## src/rtl/pulse_transmitter_pkg.sv

```systemverilog
// Shared types and constants for the pulse transmitter/receiver pair.
// Records are {level, duration}; the level bit sits at index DUR_W.
package pulse_transmitter_pkg;

  localparam int DUR_W_DEF      = 15;
  localparam int FIFO_DEPTH_DEF = 4;

  typedef enum logic {
    ST_IDLE    = 1'b0,
    ST_MEASURE = 1'b1
  } rx_state_e;

  function automatic int rec_lvl_bit(input int dur_w);
    return dur_w;
  endfunction

endpackage

```

## src/rtl/pulse_receiver_fifo.sv

```systemverilog
// Small synchronous record FIFO. Push while full drops (reported on drop)
// unless a pop happens in the same cycle; pop while empty is ignored.
module pulse_receiver_fifo #(
  parameter int W     = 16,
  parameter int DEPTH = 4
) (
  input  logic                     clk,
  input  logic                     rst_n,
  input  logic                     push,
  input  logic [W-1:0]             wdata,
  input  logic                     pop,
  output logic [W-1:0]             rdata,
  output logic                     full,
  output logic                     empty,
  output logic [$clog2(DEPTH):0]   count,
  output logic                     drop
);

  localparam int AW = $clog2(DEPTH);

  logic [AW-1:0] wptr_q, wptr_d, rptr_q, rptr_d;
  logic [AW:0]   count_q, count_d;
  logic [W-1:0]  mem_q [DEPTH];
  logic [W-1:0]  mem_d [DEPTH];
  logic          push_ok, pop_ok;

  assign full  = (count_q == (AW+1)'(DEPTH));
  assign empty = (count_q == '0);
  assign count = count_q;
  assign rdata = empty ? '0 : mem_q[rptr_q];

  always_comb begin
    push_ok = push && (!full || pop);
    pop_ok  = pop && !empty;
    drop    = push && full && !pop;
    wptr_d  = push_ok ? wptr_q + AW'(1) : wptr_q;
    rptr_d  = pop_ok  ? rptr_q + AW'(1) : rptr_q;
    count_d = count_q;
    if (push_ok && !pop_ok)      count_d = count_q + (AW+1)'(1);
    else if (!push_ok && pop_ok) count_d = count_q - (AW+1)'(1);
    mem_d = mem_q;
    if (push_ok) mem_d[wptr_q] = wdata;
  end

  always_ff @(posedge clk) begin
    if (!rst_n) begin
      wptr_q  <= '0;
      rptr_q  <= '0;
      count_q <= '0;
      for (int i = 0; i < DEPTH; i++) mem_q[i] <= '0;
    end else begin
      wptr_q  <= wptr_d;
      rptr_q  <= rptr_d;
      count_q <= count_d;
      mem_q   <= mem_d;
    end
  end

endmodule

```

## src/rtl/pulse_receiver_capture.sv

```systemverilog
// Timestamps level changes on an async input and queues {level, duration}.
// Define PULSE_RECEIVER_GLITCH_FILTER_EN for a majority-vote glitch filter.
module pulse_receiver_capture
  import pulse_transmitter_pkg::*;
#(
  parameter int DUR_W      = DUR_W_DEF,
  parameter int FIFO_DEPTH = FIFO_DEPTH_DEF
) (
  input  logic                          clk,
  input  logic                          rst_n,
  input  logic                          en,
  input  logic [7:0]                    prescale,
  input  logic [DUR_W-1:0]              idle_thresh,
  input  logic                          sig_in,
  input  logic                          rd_en,
  output logic [DUR_W:0]                rd_data,
  output logic                          rd_valid,
  output logic [$clog2(FIFO_DEPTH):0]   fifo_count,
  output logic                          overflow,
  input  logic                          clr_overflow,
  output logic                          idle
);

  localparam int LVL_BIT = rec_lvl_bit(DUR_W);

`ifdef PULSE_RECEIVER_GLITCH_FILTER_EN
  localparam int SYNC_STAGES = 4;
`else
  localparam int SYNC_STAGES = 2;
`endif

  logic [SYNC_STAGES-1:0] sync_q, sync_d;
  logic                   sig_s;
  logic                   sig_prev_q, sig_prev_d;
  logic [7:0]             pcnt_q, pcnt_d;
  logic [DUR_W-1:0]       dur_q, dur_d, dur_inc;
  rx_state_e              state_q, state_d;
  logic                   overflow_q, overflow_d;
  logic                   edge_det, tick;
  logic                   push;
  logic [DUR_W:0]         rec;
  logic                   fifo_full, fifo_empty, fifo_drop;

  assign sync_d = {sync_q[SYNC_STAGES-2:0], sig_in};

`ifdef PULSE_RECEIVER_GLITCH_FILTER_EN
  // Vote over three stages behind the metastability flop: one-cycle blips lose.
  assign sig_s = (sync_q[1] & sync_q[2]) | (sync_q[1] & sync_q[3]) |
                 (sync_q[2] & sync_q[3]);
`else
  assign sig_s = sync_q[1];
`endif

  always_comb begin
    sig_prev_d = sig_s;
    edge_det   = sig_s ^ sig_prev_q;
    tick       = (pcnt_q == prescale);
    pcnt_d     = (!en || edge_det || tick) ? 8'd0 : pcnt_q + 8'd1;
    // A tick in the edge cycle still belongs to the segment being closed.
    dur_inc    = (tick && !(&dur_q)) ? dur_q + DUR_W'(1) : dur_q;

    state_d = state_q;
    dur_d   = dur_q;
    push    = 1'b0;
    rec     = '0;
    if (!en) begin
      state_d = ST_IDLE;
      dur_d   = '0;
    end else if (state_q == ST_IDLE) begin
      if (edge_det) begin
        state_d = ST_MEASURE;
        dur_d   = '0;
      end
    end else begin
      if (edge_det) begin
        push                = 1'b1;
        rec[LVL_BIT]        = sig_prev_q;
        rec[DUR_W-1:0]      = dur_inc;
        dur_d               = '0;
      end else if (idle_thresh != '0 && dur_inc == idle_thresh) begin
        push                = 1'b1;
        rec[LVL_BIT]        = sig_s;
        rec[DUR_W-1:0]      = idle_thresh;
        dur_d               = '0;
        state_d             = ST_IDLE;
      end else begin
        dur_d = dur_inc;
      end
    end

    overflow_d = fifo_drop ? 1'b1 : (clr_overflow ? 1'b0 : overflow_q);
  end

  always_ff @(posedge clk) begin
    if (!rst_n) begin
      sync_q     <= '0;
      sig_prev_q <= 1'b0;
      pcnt_q     <= '0;
      dur_q      <= '0;
      state_q    <= ST_IDLE;
      overflow_q <= 1'b0;
    end else begin
      sync_q     <= sync_d;
      sig_prev_q <= sig_prev_d;
      pcnt_q     <= pcnt_d;
      dur_q      <= dur_d;
      state_q    <= state_d;
      overflow_q <= overflow_d;
    end
  end

  pulse_receiver_fifo #(
    .W     (DUR_W + 1),
    .DEPTH (FIFO_DEPTH)
  ) u_fifo (
    .clk   (clk),
    .rst_n (rst_n),
    .push  (push),
    .wdata (rec),
    .pop   (rd_en),
    .rdata (rd_data),
    .full  (fifo_full),
    .empty (fifo_empty),
    .count (fifo_count),
    .drop  (fifo_drop)
  );

  assign rd_valid = !fifo_empty;
  assign overflow = overflow_q;
  assign idle     = (state_q == ST_IDLE);

  logic unused_full;
  assign unused_full = fifo_full;

endmodule

```

## config.mk

```make
export PLATFORM = sky130hd
export DESIGN_NAME = pulse_receiver_capture
export DESIGN_NICKNAME = d
export VERILOG_FILES = /design/src/rtl/pulse_transmitter_pkg.sv /design/src/rtl/pulse_receiver_fifo.sv /design/src/rtl/pulse_receiver_capture.sv
export SDC_FILE = /design/constraint.sdc
export NUM_CORES = 1
export LEC_CHECK = 0
export CAP_MARGIN = 25
export CORE_ASPECT_RATIO = 0.7
export CORE_MARGIN = 1.5
export CORE_UTILIZATION = 45
export DETAILED_ROUTE_END_ITERATION = 16
export PLACE_DENSITY_LB_ADDON = 0.05
export SLEW_MARGIN = 20
export SYNTH_ARGS = -nofsm -noshare
export SYNTH_HDL_FRONTEND = slang
export SYNTH_SLANG_ARGS = --single-unit
```

## constraint.sdc

```tcl
create_clock -name clk -period 7.1 [get_ports clk]
set_input_delay 1.775 -clock clk [delete_from_list [all_inputs] [get_ports clk]]
set_output_delay 1.775 -clock clk [all_outputs]
set_load 0.01 [all_outputs]
```

# Word-level counts from Yosys, hierarchy flattened
# Index checks and enable logic that the tools add are counted.
# Widths: inputs -> output; s select.
totals:
  register_bits: 99
  word_cells: 85
  inputBits: 29
op_classes:
  addsub: 6
  mux: 28
  n_eq_ne: 3
  n_reduce_logical: 27
  order_cmp: 3
  n_bitwise: 5
op_table:
  columns: ["operator", "n"]
  rows:
  - ["$mux 16", 8]
  - ["$mux 15", 5]
  - ["$bwmux 64", 1]
  - ["$bmux 16 s2", 1]
  - ["$demux 16 s2", 1]
  - ["$add 15x1->15 const B", 1]
  - ["$eq 15x15->1", 1]
  - ["$reduce_and 15->1", 1]
  - ["$reduce_bool 15->1", 1]
  - ["$mux 1", 10]
  - ["$logic_and 1x1->1", 9]
  - ["$add 8x1->8 const B", 1]
  - ["$eq 8x8->1", 1]
  - ["$logic_not 1->1", 7]
  - ["$ge 3x3->1 const B", 2]
  - ["$mux 3", 2]
  - ["$not 2->3", 2]
  - ["$reduce_bool 2->1", 3]
  - ["$add 2x1->2 const B", 2]
  - ["$add 3x1->3 const B", 1]
  - ["$eq 3x3->1 const B", 1]
  - ["$logic_not 3->1", 1]
  - ["$logic_or 1x1->1", 3]
  - ["$lt 3x1->1 const B", 1]
  - ["5 further kinds", 6]

# Logic depth before layout (Yosys ltp)
# Gate-level depths: netlist (run 1).
logic_depth:
  depth_word: 15
  mapped_depth: 16
  depth_no_buf: 15

# Modules after synthesis
# Synthesis (run 1) repeated with hierarchy kept, for this count alone.
hier_totals:
  cells_unflattened: 664
  area_unflattened_um2: 5890.6
modules_own_cells:
  columns: ["module", "seq_area_each_um2", "area_each_um2", "n_inst", "cells_each"]
  rows:
  - ["pulse_receiver_fifo", 1421.4, 3260.6, 1, 309]
  - ["pulse_receiver_capture", 560.5, 2630.0, 1, 355]

# Worst setup path before layout (run 1)
# Ideal clock, no wire load.
synth_path:
  path_type: "input to register"
  from: "input port prescale[0]"
  to: "register u_fifo.count_q[2] (netlist: u_fifo.count[2])"
  stages: 15
  setup_time_ns: 0.070
  n_path_buf: 1
  setup_slack_ns: 1.871
  t_arrival_ns: 5.159
  path_cell_list: "xnor2_1 -> nand4_1 -> or2_1 -> buf_2 -> o311ai_0 -> o2111ai_1 -> nor4_4 -> nand4_4 -> a21oi_1 -> ha_1 -> inv_1 -> fa_1 -> xor2_1 -> or3_1 -> a21oi_1"
synth_between:
  elab_chain_cells: 13
  word_cells_on_any_way: 15
synth_rtl:
  columns: ["element", "line", "text"]
  rows:
  - ["start, declared", "pulse_receiver_capture.sv:12", "input logic [7:0] prescale,"]
  - ["$eq 8x8->1 *", "pulse_receiver_capture.sv:57", "tick = (pcnt_q == prescale);"]
  - ["$logic_and 1x1->1 *", "pulse_receiver_capture.sv:60", "dur_inc = (tick && !(&dur_q)) ? dur_q + DUR_W'(1) : dur_q;"]
  - ["$mux 15 *", "pulse_receiver_capture.sv:60", null]
  - ["$eq 15x15->1 *", "pulse_receiver_capture.sv:80", "end else if (idle_thresh != '0 && dur_inc == idle_thresh) begin"]
  - ["$logic_and 1x1->1 *", "pulse_receiver_capture.sv:80", null]
  - ["$mux 1 *", "pulse_receiver_capture.sv:80", null]
  - ["$mux 1 *", "pulse_receiver_capture.sv:75", "if (edge_det) begin"]
  - ["$mux 1 *", "pulse_receiver_capture.sv:69", "end else if (state_q == ST_IDLE) begin"]
  - ["$mux 1 *", "pulse_receiver_capture.sv:66", "if (!en) begin"]
  - ["$logic_and 1x1->1 *", "pulse_receiver_fifo.sv:33", "push_ok = push && (!full || pop);"]
  - ["net u_fifo.push_ok", "pulse_receiver_fifo.sv:25", "logic push_ok, pop_ok;"]
  - ["$logic_not 1->1", "pulse_receiver_fifo.sv:40", "else if (!push_ok && pop_ok) count_d = count_q - (AW+1)'(1);"]
  - ["$logic_and 1x1->1", "pulse_receiver_fifo.sv:40", null]
  - ["$reduce_bool 2->1 (no source line)", null, null]
  - ["end signal, assigned", "pulse_receiver_fifo.sv:54", "count_q <= count_d;"]
  - ["end, declared", "pulse_receiver_fifo.sv:22", "logic [AW:0] count_q, count_d;"]
# The timed path passes the listed nets; every way through them passes the cells marked *.
# A chain may end at the register's enable or synchronous reset.

# Worst setup path in the final report (run 1)
layout_path:
  from: "input port prescale[5]"
  to: "register u_fifo.count_q[2] (netlist: u_fifo.count[2])"
# The elaborated chain is that of the path after synthesis.

==> results of run 1 <==
kinds of logic (layout without fill, tap and decap cells):
group	count (synthesis)	count (layout)	synth area share, %
multiplexers	22	22	7.35
AND/OR/NAND/NOR	208	208	19.7
XOR/XNOR	44	44	6.98
adder cells (fa/ha/maj)	8	8	1.88
AO/OA/AOI/OAI	148	148	23.7
flip-flops	99	99	34.7
buffers and inverters	62	94	5.71
path summary, 6_finish.rpt:
check | startpoint | slack, ns | end | cells after the start
hold reg to reg | u_fifo.mem_q[63] | 0.47 | u_fifo.mem_q[63] | 2
setup / recovery | prescale[5] | 1.01 | u_fifo.count[2] | 15
setup reg to reg | dur_q[1] | 2.33 | u_fifo.count[2] | 15
hold / removal | u_fifo.mem_q[63] | 0.47 | u_fifo.mem_q[63] | 2
placed cells by master, fill, tap and decap left out, types with 7 or more instances in the layout:
cell type	count
dfxtp_1	99
nand2_1	54
clkdlybuf4s50_1	49
nor2_1	40
a32o_2	32
a32o_1	28
xnor2_1	27
nand3_1	27
a31oi_1	24
and2_1	20
xor2_1	16
mux4_2	16
buf_4	14
inv_1	13
o22ai_1	12
a21oi_1	11
nand4_1	9
clkbuf_16	9
and3_1	8
o21ai_0	8
nor2b_1	8
ha_1	7
through the flow:
step	instance area (µm²)	hold slack (ns)	util (%)	total power, mW	worst slack (ns)
2_1_floorplan	5720	0.412	-	0.731	1.87
3_3_place_gp	6240	0.430	50.2	0.819	0.955
3_5_place_dp	6250	0.443	50.3	0.823	0.766
4_1_cts	6550	0.472	52.7	1.32	1.13
5_1_grt	6550	0.480	52.7	1.37	0.629
6_report	6550	0.467	52.7	1.30	1.01
state kept, by name, summed over array words and instances, names as in the netlist:
name           count
u_fifo.mem_q      64
dur_q             15
pcnt_q             8
u_fifo.count       3
sync_q             2
u_fifo.rptr_q      2
u_fifo.wptr_q      2
overflow           1
sig_prev_q         1
state_q            1
critical path, cell delays in order:
cell and delay (ns):
clkdlybuf4s50_1 0.48, xnor2_1 0.13, nand4_1 0.32, nor2_1 0.91
a211o_1 0.23, o311ai_0 0.21, a2111oi_4 0.50, nand4_4 0.31
a21oi_1 0.24, ha_1 0.21, inv_1 0.06, fa_1 0.38
xor2_1 0.16, or3_1 0.32, a21oi_1 0.15
power by group through the flow:
stage	sequential [mW]	combinational [mW]	clock (mW)
2_1_floorplan	0.593	0.138	0
3_3_place_gp	0.599	0.221	0
3_5_place_dp	0.599	0.224	0
4_1_cts	0.587	0.225	0.506
5_1_grt	0.590	0.244	0.532
6_report	0.587	0.222	0.494
cell usage after synthesis, types with 2 or more instances:
cell       instances  area share [%]
nand3b_1           5            0.66
o21ai_0            8            0.70
o311ai_0           4            0.61
nor4_1             6            0.66
o2111ai_1          3            0.46
nand3_1           27             2.4
nor4_2             2            0.44
clkbuf_1          26             1.7
nand4_1            9            0.98
nand2_1           54             3.5
a32o_2            32             6.3
nor4b_1            4            0.61
buf_2              7            0.61
mux2i_1            6             1.1
o22ai_1           12             1.3
o211ai_4           4             1.5
and2_1            20             2.2
dfxtp_1           99              35
a21oi_1           11            0.96
o211ai_1           5            0.66
and4_1             3            0.46
xor2_1            16             2.5
a32o_1            28             4.9
nand4_4            2            0.74
nand3_2            2            0.35
a211o_1            2            0.31
ha_1               7             1.5
a211oi_4           4             1.4
clkbuf_2           2            0.18
inv_1             13            0.85
nor2_1            41             2.7
nor2b_1            8            0.88
buf_6              9             1.8
or3_1              2            0.22
or4_1              2            0.26
mux4_2            16             6.3
nor3_1             6            0.53
xnor2_1           27             4.1
buf_4              4            0.53
a31oi_1           24             2.6
and3_1             8            0.88
area by class of cell:
class / instances / area, µm²
fill: 1111 / 5870
multi-input combinational: 430 / 3410
sequential: 99 / 1980
timing repair buffer: 64 / 601
clock buffer: 9 / 225
tap: 162 / 203
clock inverter: 7 / 75.1
inverter: 14 / 52.6
routing by layer:
| metal | track usage, % | share of wire [%] |
|---|---|---|
| met4 | 4.89 | 0.62 |
| met5 | 0 | 0 |
| met2 | 37.4 | 41 |
| met1 | 42.2 | 51 |
| met3 | 5.53 | 7.6 |
==> results.toml, run 1 <==
[sta]
rsz0062_at_grt = "no"
fin_crit_sh_pct = 85.8
finalHoldViolCount = 0
clock_skew_ns = 0.00916
timing.slew.headroom_pct = 29.6
fmaxAchievable_mhz = 164
setup_viol_count_final = 0
finalCriticalPeriod_ns = 6.09
setup_tns_ns = 0
tightest_slew_ns = 1.05
final-max-slew-violation-count = 0

[cts]
clockBufferDepth = 2
cts_hold_buffers = 0
cts_tree = "done"
cts_setup_buffers = 0
post_cts_resized = 0
root_buffer = "clkbuf_16"
cts_sinks = 99
clk_pin_slew_ns = 0.08
cts-htree-levels = 3
cts-buffers-inserted = 9
insertion_delay_ns = 0.35

[floorplan]
die_w_um = 138
ios = 51
fp-row-count = 34
die_area_um2 = 13400
coreArea_um2 = 12400
fp.dieH_um = 97.3
initial_core_util_pct = 46.0

[detailed_routing]
routed_via_density = 6.41
first_pass_iters = 5
drc_errors = 0
wl_per_cell_um = 22.2
vias = 5032
wl_um = 17400
drtAntennaViolNets = 0
drtIter0Drc = 448

[placed_design]
place.detailed.hpwl_um = 12000
port_buffers = 50
place_congestion = 0.945
dp.cells = 769

[worst_hold_path]
holdCritPathClass = "reg2reg"

[power]
p_per_area_nw_per_um2 = 199
pwr-share-comb_pct = 17.0
clkPwrFrac_pct = 37.9
leakage_nw = 2.31
p_int_mw = 0.913
seq_power_share_pct = 45.1
p_sw_mw = 0.390
ir_drop_mv = 0.140
p_sw_share_pct = 30.0

[outcome]
status = "finished, final reports clean"

[setup_path]
critPathArrivalTime_ns = 6.37
crit_fanout = 15
crit_type = "in2reg"
cp.required_ns = 7.38
start_kind = "input port"
cp-end-kind = "flip-flop"

[synthesis]
synthCells = 591
yosysSeqAreaShare_pct = 34.7
synth_area_um2 = 5720
synth_cell_types = 62
synth_top_flop_cell = "dfxtp_1"
synth_seq_cells = 99
synth_edf_count = 0
synth_area_per_cell_um2 = 9.67
synth_fp_nets = 628
yosysWarningCount = 0
async_flop_share_pct = 0

[global_route]
first_global_vias = 4669
grt_max_degree = 77
grt_pass1_wl_um = 27200
grt_overflow = 0
grt_antenna_before_repair = 0
grt_use_total_pct = 26.8

[final_layout]
antenna_cells = 0
instances_no_fill = 785
nets = 655
syn2layout_area_growth_pct = 14.6
drive_above_1_share_pct = 15.9

[run]
drv_cap = 0
Note: power is estimated with default switching activity, not from simulation.
==> run 2: changes to the inputs <==
clock period = 7.15 ns   (was 7.1 ns; I/O delays follow)
==> run 2 against run 1 <==
Net effect:
- core utilization is 0.18 points lower
- global-route usage is 0.53 points higher
- setup slack better by 0.076 ns
- non-clock buffer count is 1 lower
- final area is 0.34% lower
- sequential power is 0.7% lower
- clock skew is 0.00073 ns lower
- via count hardly changed
- die area stayed put
- cell count is 0.13% lower
- register-to-register slack better by 0.10 ns
- critical endpoint unchanged
- largest power group unchanged
==> results.toml, run 2 (synthesis gave the netlist of run 1 again) <==
[cts]
root_buffer = "clkbuf_16"
cts_tree = "done"
cts_setup_buffers = 0
clockBufferDepth = 2
clk_pin_slew_ns = 0.07
cts-htree-levels = 3
cts_sinks = 99
post_cts_resized = 0
cts-buffers-inserted = 9
cts_hold_buffers = 0
insertion_delay_ns = 0.35

[setup_path]
cp-end-kind = "flip-flop"
crit_type = "in2reg"
rrSetupSlack_ns = 2.43
critPathArrivalTime_ns = 6.34
cp.required_ns = 7.42
crit_fanout = 15
start_kind = "input port"

[final_layout]
final_common_cell = "dfxtp_1"
syn2layout_area_growth_pct = 14.2
design_area_um2 = 6530
largest_register_ffs = 64
reg_top3 = "u_fifo.mem_q: 64 flops, dur_q: 15 flops, pcnt_q: 8 flops"
nets = 654
final_util_pct = 52.5
instances_no_fill = 784
drive_above_1_share_pct = 15.8
layout_common_cells = "99 x dfxtp_1, 54 x nand2_1, 49 x clkdlybuf4s50_1, 40 x nor2_1, 32 x a32o_2"
antenna_cells = 0
largest-register = "u_fifo.mem_q"
fillCellCount = 1136

[sta]
rsz0062_at_grt = "no"
finalCriticalPeriod_ns = 6.07
tightest_slew_ns = 1.00
final-max-slew-violation-count = 0
timing.slew.headroom_pct = 33.0
setup_viol_count_final = 0
setup_tns_ns = 0
clock_skew_ns = 0.00842
fin_crit_sh_pct = 84.8
finalHoldViolCount = 0
fmaxAchievable_mhz = 165

[placed_design]
post_dp_cell_area_um2 = 6240
dp.cells = 768
place.detailed.hpwl_um = 12000
port_buffers = 50
place_congestion = 0.944

[global_route]
grt_max_degree = 77
grt_pass1_wl_um = 27500
grt_antenna_before_repair = 0
first_global_vias = 4734
grt_use_total_pct = 27.3
grt_overflow = 0

[detailed_routing]
drtIter0Drc = 425
drtAntennaViolNets = 0
wl_um = 17500
drc_errors = 0
routed_via_density = 6.41
vias = 5029
first_pass_iters = 4
wl_per_cell_um = 22.3

[floorplan]
fp-row-count = 34
initial_core_util_pct = 46.0
die_area_um2 = 13400
die_w_um = 138
ios = 51
coreArea_um2 = 12400
fp.dieH_um = 97.3

[power]
leakage_nw = 2.29
ir_drop_mv = 0.137
p_per_area_nw_per_um2 = 197
power_mw = 1.29

[outcome]
status = "finished, final reports clean"

[worst_hold_path]
holdCritPathClass = "reg2reg"

[run]
drv_cap = 0
## run 2: cell types whose count changed in the layout (fill, tap and decap cells not counted), sizes merged
cell,change
buf,-1
inv,-2
clkinvlp,+1
clkinv,+1
## run 2: routing by layer
| layer | up-vias | wire length (µm) | global-route usage, % |
|---|---|---|---|
| met4 | 0 | 220 | 6.65 |
| met5 | - | 0 | 0 |
| met3 | 14 | 1310 | 6.42 |
| li1 | 2314 | - | - |
| met1 | 2519 | 8760 | 42.3 |
| met2 | 182 | 7160 | 37.7 |
## run 2: where the power goes
| part | internal, mW | switching (mW) |
|---|---|---|
| registers | 0.563 | 0.0201 |
| logic | 0.0943 | 0.129 |
| clock network | 0.243 | 0.237 |
| total | 0.900 | 0.386 |
## run 2: area by class of cell
cell class                      instances  area (µm²)  area share (%)
Timing Repair Buffer                   63         593            9.09
Clock buffer                            9         225            3.45
Inverter                               14        52.6           0.805
Multi-Input combinational cell        430        3410            52.3
Tap cell                              162         203            3.11
Sequential cell                        99        1980            30.4
Clock inverter                          7        60.1           0.920
## run 2: worst paths after layout
kind / from / to / cells after the start
worst max-delay path: prescale[5] / u_fifo.count[2] / 15
worst min-delay path: sync_q[0] / sync_q[1] / 1
worst min register to register: sync_q[0] / sync_q[1] / 1
worst max register to register: dur_q[0] / u_fifo.count[2] / 15
## run 2: stage by stage
stage                     worst slack, ns  hold WS [ns]
after floorplan                      1.91         0.412
after global placement              0.996         0.430
after detailed placement            0.760         0.439
after CTS                            1.11         0.466
after global routing                0.739         0.479
final                                1.08         0.460
## run 2: critical path, cell delays in order
cell and delay [ns]:
clkdlybuf4s50_1 0.49, xnor2_1 0.13, nand4_1 0.32, nor2_1 0.87, a41o_1 0.34, o2111ai_1 0.18
nor4_4 0.46, nand4_4 0.28, a21oi_1 0.23, ha_1 0.21, inv_1 0.06, fa_1 0.37
xor2_1 0.16, or3_1 0.30, a21oi_1 0.15
==> run 3: changes to the inputs <==
clock period = 6.1 ns   (was 7.15 ns; I/O delays follow)
==> run 3 against run 2 <==
Net effect:
- register-to-register slack got worse by 0.83 ns
- sequential share of layout area down 0.31 points
- largest power group unchanged
- first-iteration DRC count decreased by 14%
- non-clock buffer count up 6
- largest cell class unchanged
==> results.toml, run 3 (synthesis gave the netlist of run 1 again) <==
[sta]
rsz0062_at_grt = "no"
setup_tns_ns = 0
clock_skew_ns = 0.00988
tightest_slew_ns = 0.954
finalHoldViolCount = 0
fin_crit_sh_pct = 89.2
finalCriticalPeriod_ns = 5.44
final-max-slew-violation-count = 0
fmaxAchievable_mhz = 184
timing.slew.headroom_pct = 36.3
setup_slack_ns = 0.661
setup_viol_count_final = 0

[setup_path]
critPathArrivalTime_ns = 5.72
reg2reg_depth = 15
timing.rr.start = "dur_q[0]"
crit_type = "in2reg"
critPathCapture = "u_fifo.count[2]"
start_kind = "input port"
crit_path_start = "prescale[5]"
timing.rr.end = "u_fifo.count[2]"
cp.required_ns = 6.38
rrSetupSlack_ns = 1.60
crit_fanout = 12
cp-end-kind = "flip-flop"

[global_route]
grt_antenna_before_repair = 0
grt_max_degree = 77
first_global_vias = 4865
grt_pass1_wl_um = 27600
grt_use_total_pct = 27.1
grt_overflow = 0

[worst_hold_path]
holdCritPathClass = "reg2reg"

[power]
seq_power_share_pct = 45.7
p_sw_share_pct = 30.4
p_per_area_nw_per_um2 = 232
pwr-share-comb_pct = 15.9
p_int_mw = 1.06
ir_drop_mv = 0.156
leakage_nw = 2.34
clkPwrFrac_pct = 38.4
p_sw_mw = 0.464

[cts]
cts_setup_buffers = 0
root_buffer = "clkbuf_16"
clockBufferDepth = 2
cts-htree-levels = 3
clk_pin_slew_ns = 0.08
cts-buffers-inserted = 9
cts_tree = "done"
cts_sinks = 99
cts_hold_buffers = 0
post_cts_resized = 0
insertion_delay_ns = 0.35

[final_layout]
largest_register_ffs = 64
antenna_cells = 0
layout_common_cells = "99 x dfxtp_1, 54 x nand2_1, 49 x clkdlybuf4s50_1, 40 x nor2_1, 32 x a32o_2"
final_util_pct = 53.1
nets = 660
multi_input_area_um2 = 3410
reg_top3 = "u_fifo.mem_q: 64 flops, dur_q: 15 flops, pcnt_q: 8 flops"
drive_above_1_share_pct = 16.6
seqCellArea_um2 = 1980
largest-register = "u_fifo.mem_q"
instances_no_fill = 790
syn2layout_area_growth_pct = 15.3
final_common_cell = "dfxtp_1"
fillCellCount = 1122

[floorplan]
initial_core_util_pct = 46.0
fp-row-count = 34
ios = 51
die_w_um = 138
die_area_um2 = 13400
coreArea_um2 = 12400
fp.dieH_um = 97.3

[detailed_routing]
drtIter0Drc = 364
vias = 5052
first_pass_iters = 4
drtAntennaViolNets = 0
drc_errors = 0
wl_um = 17400
wl_per_cell_um = 22.0
routed_via_density = 6.39

[placed_design]
dp.cells = 774
port_buffers = 50
place_congestion = 0.937
place.detailed.hpwl_um = 12100
place_ws_ns = 0.317

[run]
drv_cap = 0

[outcome]
status = "finished, final reports clean"
run 3: critical path: stages:
cell and delay (ns):
clkdlybuf4s50_1 0.49, xnor2_1 0.13, nand4_1 0.29, nor2_1 0.71, a41o_1 0.33, o2111ai_1 0.18, nor4_4 0.47, nand4_4 0.12
a21oi_1 0.21, ha_1 0.22, inv_1 0.06, fa_1 0.37, xor2_1 0.15, or3_1 0.30, a21oi_1 0.14
run 3: worst min path at each step:
stage | from | endpoint | depth (start not counted)
after floorplan | sync_q[0] | sync_q[1] | 1
after global placement | sync_q[0] | sync_q[1] | 1
after detailed placement | sync_q[0] | sync_q[1] | 1
after CTS | sync_q[0] | sync_q[1] | 1
after global routing | sync_q[0] | sync_q[1] | 1
final | sync_q[0] | sync_q[1] | 1
run 3: stage by stage:
stage               power (mW)  instance area (µm²)  hold WS (ns)
finish                    1.53                 6590         0.446
global route              1.59                 6590         0.449
CTS                       1.54                 6590         0.442
detailed placement       0.957                 6280         0.423
global placement         0.953                 6280         0.430
floorplan                0.851                 5720         0.412
run 3: power by group through the flow:
stage | Combinational, mW | Sequential, mW | Clock, mW
after detailed placement | 0.241 | 0.716 | 0
after global routing | 0.265 | 0.704 | 0.623
after CTS | 0.242 | 0.701 | 0.593
final | 0.242 | 0.698 | 0.587
after global placement | 0.238 | 0.715 | 0
after floorplan | 0.160 | 0.691 | 0
run 3: metal layers:
metal | wire, µm | GRT usage, %
met3 | 1280 | 6.36
met1 | 8620 | 41.3
met2 | 7300 | 38.6
met4 | 179 | 5.69
met5 | 0 | 0
run 3: layout make-up:
class	instances	area share (%)
clock buffer	9	3.42
clock inverter	7	1.23
inverter	14	0.797
multi-input combinational	430	51.7
sequential	99	30.1
tap	162	3.07
timing repair buffer	69	9.68
